### src/rtl/preif_pc_gen_pkg.sv
// Shared CPU defines used by the pre-IF fetch-address stage.
//   ExceptinPipeType  : per-instruction exception flags carried down the pipe
//   redirect_class_t  : redirect priority class (higher value wins)
//   preif_buf_state_t : redirect-buffer FSM states
//   RESET_PC_DEFAULT  : fetch address after reset
package preif_pc_gen_pkg;

    localparam logic [31:0] RESET_PC_DEFAULT = 32'hBFC0_0000;

    typedef struct packed {
        logic Interrupt;
        logic WrongAddressinIF;      // AdEL on instruction fetch
        logic ReservedInstruction;
        logic Syscall;
        logic Break;
        logic Eret;
        logic Overflow;
        logic WrWrongAddressinMEM;
        logic RdWrongAddressinMEM;
    } ExceptinPipeType;

    typedef enum logic [1:0] {
        RC_NONE = 2'd0,
        RC_BR   = 2'd1,
        RC_ERET = 2'd2,
        RC_EXC  = 2'd3
    } redirect_class_t;

    typedef enum logic {
        ST_RUN  = 1'b0,
        ST_HOLD = 1'b1
    } preif_buf_state_t;

endpackage

### src/rtl/preif_redirect_buf.sv
// Pending-redirect buffer for the pre-IF stage. While fetch is stalled
// (PREIF_Wr=0) the highest-class redirect seen is held here until the
// next advance consumes it.
//   clk, rst (sync, active-low), PREIF_Wr : clock / reset / advance enable
//   live_valid/class/target               : already-prioritised live redirect
//   pend_class/target                     : buffered redirect
//   Redirect_Pending                      : high exactly in HOLD
module preif_redirect_buf
    import preif_pc_gen_pkg::*;
(
    input  logic            clk,
    input  logic            rst,
    input  logic            PREIF_Wr,
    input  logic            live_valid,
    input  redirect_class_t live_class,
    input  logic [31:0]     live_target,
    output redirect_class_t pend_class,
    output logic [31:0]     pend_target,
    output logic            Redirect_Pending
);

    preif_buf_state_t state;

    // pend_class is RC_NONE in RUN, so the >= test also admits any first capture.
    always_ff @(posedge clk) begin
        if (!rst) begin
            state       <= ST_RUN;
            pend_class  <= RC_NONE;
            pend_target <= '0;
        end else if (PREIF_Wr) begin
            state       <= ST_RUN;
            pend_class  <= RC_NONE;
            pend_target <= '0;
        end else if (live_valid && (live_class >= pend_class)) begin
            state       <= ST_HOLD;
            pend_class  <= live_class;
            pend_target <= live_target;
        end
    end

    assign Redirect_Pending = (state == ST_HOLD);

endmodule

### src/rtl/preif_pc_gen.sv
// Pre-IF fetch address generator: PC register plus next-PC selection.
//   clk, rst (sync, active-low)  : clock / reset
//   PREIF_Wr                     : advance enable (IF register write enable)
//   Exc_*, Eret_Valid/EPC, Br_*  : redirect requests, priority Exc > ERET > Br
//   PREIF_PC                     : registered fetch address
//   PREIF_ExceptType             : AdEL-on-fetch when PC is misaligned
//   Redirect_Pending             : a captured redirect awaits application
module preif_pc_gen
    import preif_pc_gen_pkg::*;
#(
    parameter logic [31:0] RESET_PC = RESET_PC_DEFAULT
) (
    input  logic            clk,
    input  logic            rst,
    input  logic            PREIF_Wr,
    input  logic            Exc_Valid,
    input  logic [31:0]     Exc_Vector,
    input  logic            Eret_Valid,
    input  logic [31:0]     EPC,
    input  logic            Br_Valid,
    input  logic [31:0]     Br_Target,
    output logic [31:0]     PREIF_PC,
    output ExceptinPipeType PREIF_ExceptType,
    output logic            Redirect_Pending
);

    logic [31:0]     pc_q;
    logic [31:0]     next_pc;
    logic            live_valid;
    redirect_class_t live_class;
    logic [31:0]     live_target;
    redirect_class_t pend_class;
    logic [31:0]     pend_target;

    always_comb begin
        live_valid  = 1'b1;
        live_class  = RC_NONE;
        live_target = '0;
        if (Exc_Valid) begin
            live_class  = RC_EXC;
            live_target = Exc_Vector;
        end else if (Eret_Valid) begin
            live_class  = RC_ERET;
            live_target = EPC;
        end else if (Br_Valid) begin
            live_class  = RC_BR;
            live_target = Br_Target;
        end else begin
            live_valid  = 1'b0;
        end
    end

    preif_redirect_buf u_redirect_buf (
        .clk              (clk),
        .rst              (rst),
        .PREIF_Wr         (PREIF_Wr),
        .live_valid       (live_valid),
        .live_class       (live_class),
        .live_target      (live_target),
        .pend_class       (pend_class),
        .pend_target      (pend_target),
        .Redirect_Pending (Redirect_Pending)
    );

    always_comb begin
        next_pc = pc_q + 32'd4;
        if (live_valid) begin
            next_pc = live_target;
        end else if (pend_class != RC_NONE) begin
            next_pc = pend_target;
        end
    end

    always_ff @(posedge clk) begin
        if (!rst) begin
            pc_q <= RESET_PC;
        end else if (PREIF_Wr) begin
            pc_q <= next_pc;
        end
    end

    assign PREIF_PC = pc_q;

    // Misaligned targets pass through unmasked and are flagged here instead.
    always_comb begin
        PREIF_ExceptType                  = '0;
        PREIF_ExceptType.WrongAddressinIF = (pc_q[1:0] != 2'b00);
    end

endmodule

### config.mk
export PLATFORM = sky130hd
export DESIGN_NAME = preif_pc_gen
export DESIGN_NICKNAME = d
export VERILOG_FILES = /design/src/rtl/preif_pc_gen_pkg.sv /design/src/rtl/preif_redirect_buf.sv /design/src/rtl/preif_pc_gen.sv
export SDC_FILE = /design/constraint.sdc
export NUM_CORES = 1
export LEC_CHECK = 0
export ABC_AREA = 0
export ABC_CLOCK_PERIOD_IN_PS = 2450
export BUFFER_PORTS_ARGS = -buffer_cell sky130_fd_sc_hd__buf_2
export CORE_AREA = 2 2 99 101
export CTS_CLUSTER_DIAMETER = 150
export DETAILED_ROUTE_END_ITERATION = 10
export DIE_AREA = 0 0 101 103
export PLACE_DENSITY_LB_ADDON = 0.3
export SLEW_MARGIN = 20
export SYNTH_ARGS = -nofsm -noshare
export SYNTH_HDL_FRONTEND = slang
export SYNTH_HIERARCHICAL = 1
export SYNTH_SLANG_ARGS = --single-unit
### constraint.sdc
create_clock -name clk -period 2.45 [get_ports clk]
set_input_delay 0.245 -clock clk [delete_from_list [all_inputs] [get_ports clk]]
set_output_delay 0.245 -clock clk [all_outputs]
set_load 0.01 [all_outputs]
==> flow_summary_export.csv <==
group,metric,value,unit
status,status,"completed",
logic_synthesis,yosysTopAreaCellShare,32.0,%
detailed_routing,via_count,4790,
cells_and_area,syn_to_final_growth,21.2,%
cts,post_cts_buffers,0,
timing,setup_viol,0,
power_and_ir_drop,max-vdd-ir-drop,0.000228,V
min_path,hold_depth,2,
worst_setup_path,path_cells,"ha_1, nand4_1, nor3_1, buf_4, a41oi_1, a2111oi_0, a311oi_1",
power_and_ir_drop,power_density,539,nW/um^2
timing,grt_setup_unrepaired,"false",
cts,post_cts_resized,0,
cts,clk_pin_slew,0.07,ns
floorplan,dieArea,10400,um^2
floorplan,core,9460,um^2
detailed_routing,drt_wl_total,12.7,mm
power_and_ir_drop,p_sw_share,30.2,%
worst_setup_path,worst_path_max_delay_cell,"a2111oi_0",
worst_setup_path,crit_type,"reg2reg",
cts,cts_max_path_buffers,2,
timing,worstMarginPinSlew,0.774,ns
logic_synthesis,yosysWarnings,6,
logic_synthesis,ys_types,61,
logic_synthesis,syn_inst,561,
global_route,antenna_found_initial,0,
worst_setup_path,arrival,2.37,ns
worst_setup_path,cp_max_fo,13,
floorplan,die_w,101,um
cts,cts_max_level,3,
placement,dp_hpwl,9.19,mm
worst_setup_path,required,2.68,ns
floorplan,chipHeight,103,um
detailed_routing,drc,0,
cells_and_area,drive_gt1_share,26.4,%
power_and_ir_drop,p_leak,2.14,nW
timing,fin_crit_sh,87.3,%
logic_synthesis,ys_ff_latch,67,
cts,cts_tree,"yes",
worst_setup_path,end_kind,"flop",
global_route,grt_pass1_vias,4043,
min_path,hp-class,"in2reg",
placement,io_buffers,135,
power_and_ir_drop,power,2.74,mW
cts,clkLatencyLatePin,0.36,ns
power_and_ir_drop,clkPwrFrac,34.4,%
timing,min_period,2.14,ns
logic_synthesis,synth_area_leaders,"dfxtp_1 (32%), nand2_1 (6.8%), o21ai_0 (6.4%)",
cells_and_area,stdcell_count,791,
worst_setup_path,start_kind,"flop",
detailed_routing,first_iter_violations,308,
timing,hold_violations,0,
global_route,grt_overflow,0,
power_and_ir_drop,seqPwrFrac,44.9,%
detailed_routing,drt_pass1_iterations,7,
logic_synthesis,async_flop_share,0,%
cells_and_area,num-fill-cells,883,
timing,skew,0.00736,ns
power_and_ir_drop,p_int,1.91,mW
timing,whs,0.219,ns
cells_and_area,nNetsFinal,778,
floorplan,ioPinCount,144,
worst_setup_path,worst_path_largest_cell_delay,0.46,ns
timing,fmax,0.467,GHz
power_and_ir_drop,switchingPower,0.828,mW
cts,cts_hold_buf,0,
detailed_routing,antenna_left,0,
power_and_ir_drop,p_comb_share,20.7,%
cts,ctsRootBufferMaster,"clkbuf_8",
timing,slew_headroom,48.3,%
global_route,grt_usage,24.1,%
cts,cts.sinks,67,
logic_synthesis,synth_top_area_cell,"dfxtp_1",
placement,dp_cells,776,
timing,slew_violations,0,
run,cap_violations,0,
logic_synthesis,synth_edf_count,0,
cells_and_area,antenna_cells,0,
logic_synthesis,yosysSeqAreaShare,32.0,%
logic_synthesis,netlist_area,4200,um^2
global_route,grt_pass1_wl,20.0,mm
detailed_routing,detail_route.wl_per_cell,16.0,um
worst_setup_path,reg2reg_depth,7,
floorplan,start_util,44.4,%
cts,numCtsBuffers,9,
floorplan,row_count,36,
detailed_routing,via_per_inst,6.06,
logic_synthesis,synth_ff_type,"dfxtp_1",
cells_and_area,final_util,53.8,%
logic_synthesis,synth.avg_cell_area,7.48,um^2
timing,final.setup.tns,0,ns
placement,place_congestion,0.805,
global_route,grt_max_degree,70,
## cells in the mapped netlist, types with 2 or more instances
master	n
a2111oi_0	3
nor2_1	33
a21o_1	3
xor2_1	2
nand3_1	10
nand2_1	76
clkinv_1	2
or3_1	2
mux2i_1	6
o31ai_1	2
ha_1	3
and3_1	6
nor4_1	3
dfxtp_1	67
a22oi_1	22
o21ai_0	54
inv_1	8
o2bb2ai_1	2
nand4_1	43
nor3_1	4
buf_6	6
a2bb2oi_1	3
buf_1	7
nor2b_1	7
a221o_1	5
a32o_1	7
a221oi_1	3
o21a_1	3
a31oi_1	9
a311oi_1	3
o21ai_1	29
buf_2	14
buf_4	8
a211oi_1	10
or2_2	3
and4_1	4
clkbuf_1	27
a21oi_1	25
nand3b_1	8
a211o_1	4
o221ai_1	5
## logic make-up (layout without fill, tap and decap cells)
kind of cell               Yosys count  in the layout  share of synthesized area (%)
buffers and inverters               72            181                           8.65
DFF                                 67             67                           32.0
other                                1              8                         0.0894
and+or+nand+nor                    209            209                           25.5
adders and majority gates            3              3                          0.895
AOI/OAI and AO/OA                  201            201                           31.1
muxes                                6              6                           1.43
xor gates and xnor gates             2              2                          0.418
## routing by layer
layer  vias to the layer above  routed length [um]  GRT usage, %
met5                         -                   0             0
met4                         0                 144          8.73
met3                         9                1210          4.07
met2                       268                5500          35.3
met1                      2197                5800          35.5
li1                       2316                   -             -
## per-stage QoR
step / setup slack, ns / area, um^2
after CTS: 0.357 / 5090
after global placement: 0.384 / 4890
after global routing: 0.155 / 5090
final: 0.310 / 5090
after floorplan: 0.00180 / 4240
after detailed placement: 0.337 / 4890
## worst max-delay path, delay by kind of cell, from the launching register on
kind	cells	cell delay, ns
AOI/OAI and AO/OA	3	0.68
and+or+nand+nor	2	0.44
DFF	1	0.43
adders and majority gates	1	0.24
buffers and inverters	1	0.23
## state kept, by name (all words and copies together) (netlist names)
register / cells
PREIF_PC: 32
u_redirect_buf/pend_class: 2
u_redirect_buf/Redirect_Pending: 1
u_redirect_buf/pend_target: 32
## power groups by stage
stage          combinational (mW)  clock (mW)  sequential, mW
2_1_floorplan               0.355           0            1.25
3_3_place_gp                0.545           0            1.25
3_5_place_dp                0.560           0            1.25
4_1_cts                     0.563       0.947            1.23
5_1_grt                     0.629       0.999            1.24
6_report                    0.567       0.942            1.23
## cell type report
type                    count  area, um^2  share of cell area [%]
inverters                  10        37.5                   0.738
multi-input cells         429        2520                    49.6
well taps                 114         143                    2.80
clock inverters             2        35.0                   0.689
flip-flops and latches     67        1340                    26.4
repair buffers            156         846                    16.6
clock buffers              13         159                    3.12
## worst paths after layout
check                                                            startpoint                                           to  slack, ns
worst max-delay path                               PREIF_PC[2]$_SDFFE_PN0P_                    PREIF_PC[18]$_SDFFE_PN0P_       0.31
worst min register to register  u_redirect_buf/pend_target[27]$_SDFFE_PP0P_  u_redirect_buf/pend_target[27]$_SDFFE_PP0P_       0.45
worst min-delay path                                                    rst                    PREIF_PC[24]$_SDFFE_PN1P_       0.22
worst max register to register                     PREIF_PC[2]$_SDFFE_PN0P_                    PREIF_PC[18]$_SDFFE_PN0P_       0.31
## placed cells by master, fill, tap and decap left out, types with 5 or more instances in the layout
| cell | n |
|---|---|
| nand3_1 | 10 |
| nor2b_1 | 6 |
| inv_1 | 8 |
| conb_1 | 8 |
| a21oi_1 | 25 |
| nand3b_1 | 8 |
| and3_1 | 6 |
| mux2i_1 | 6 |
| o21ai_1 | 29 |
| o21ai_0 | 54 |
| a22oi_1 | 22 |
| buf_4 | 20 |
| o221ai_1 | 5 |
| nand4_1 | 43 |
| nor2_1 | 33 |
| a31oi_1 | 9 |
| clkbuf_8 | 11 |
| a221o_1 | 5 |
| nand2_1 | 76 |
| a32o_1 | 7 |
| dfxtp_1 | 67 |
| a211oi_1 | 10 |
| buf_2 | 135 |
Power figures use the tool's default switching activity.
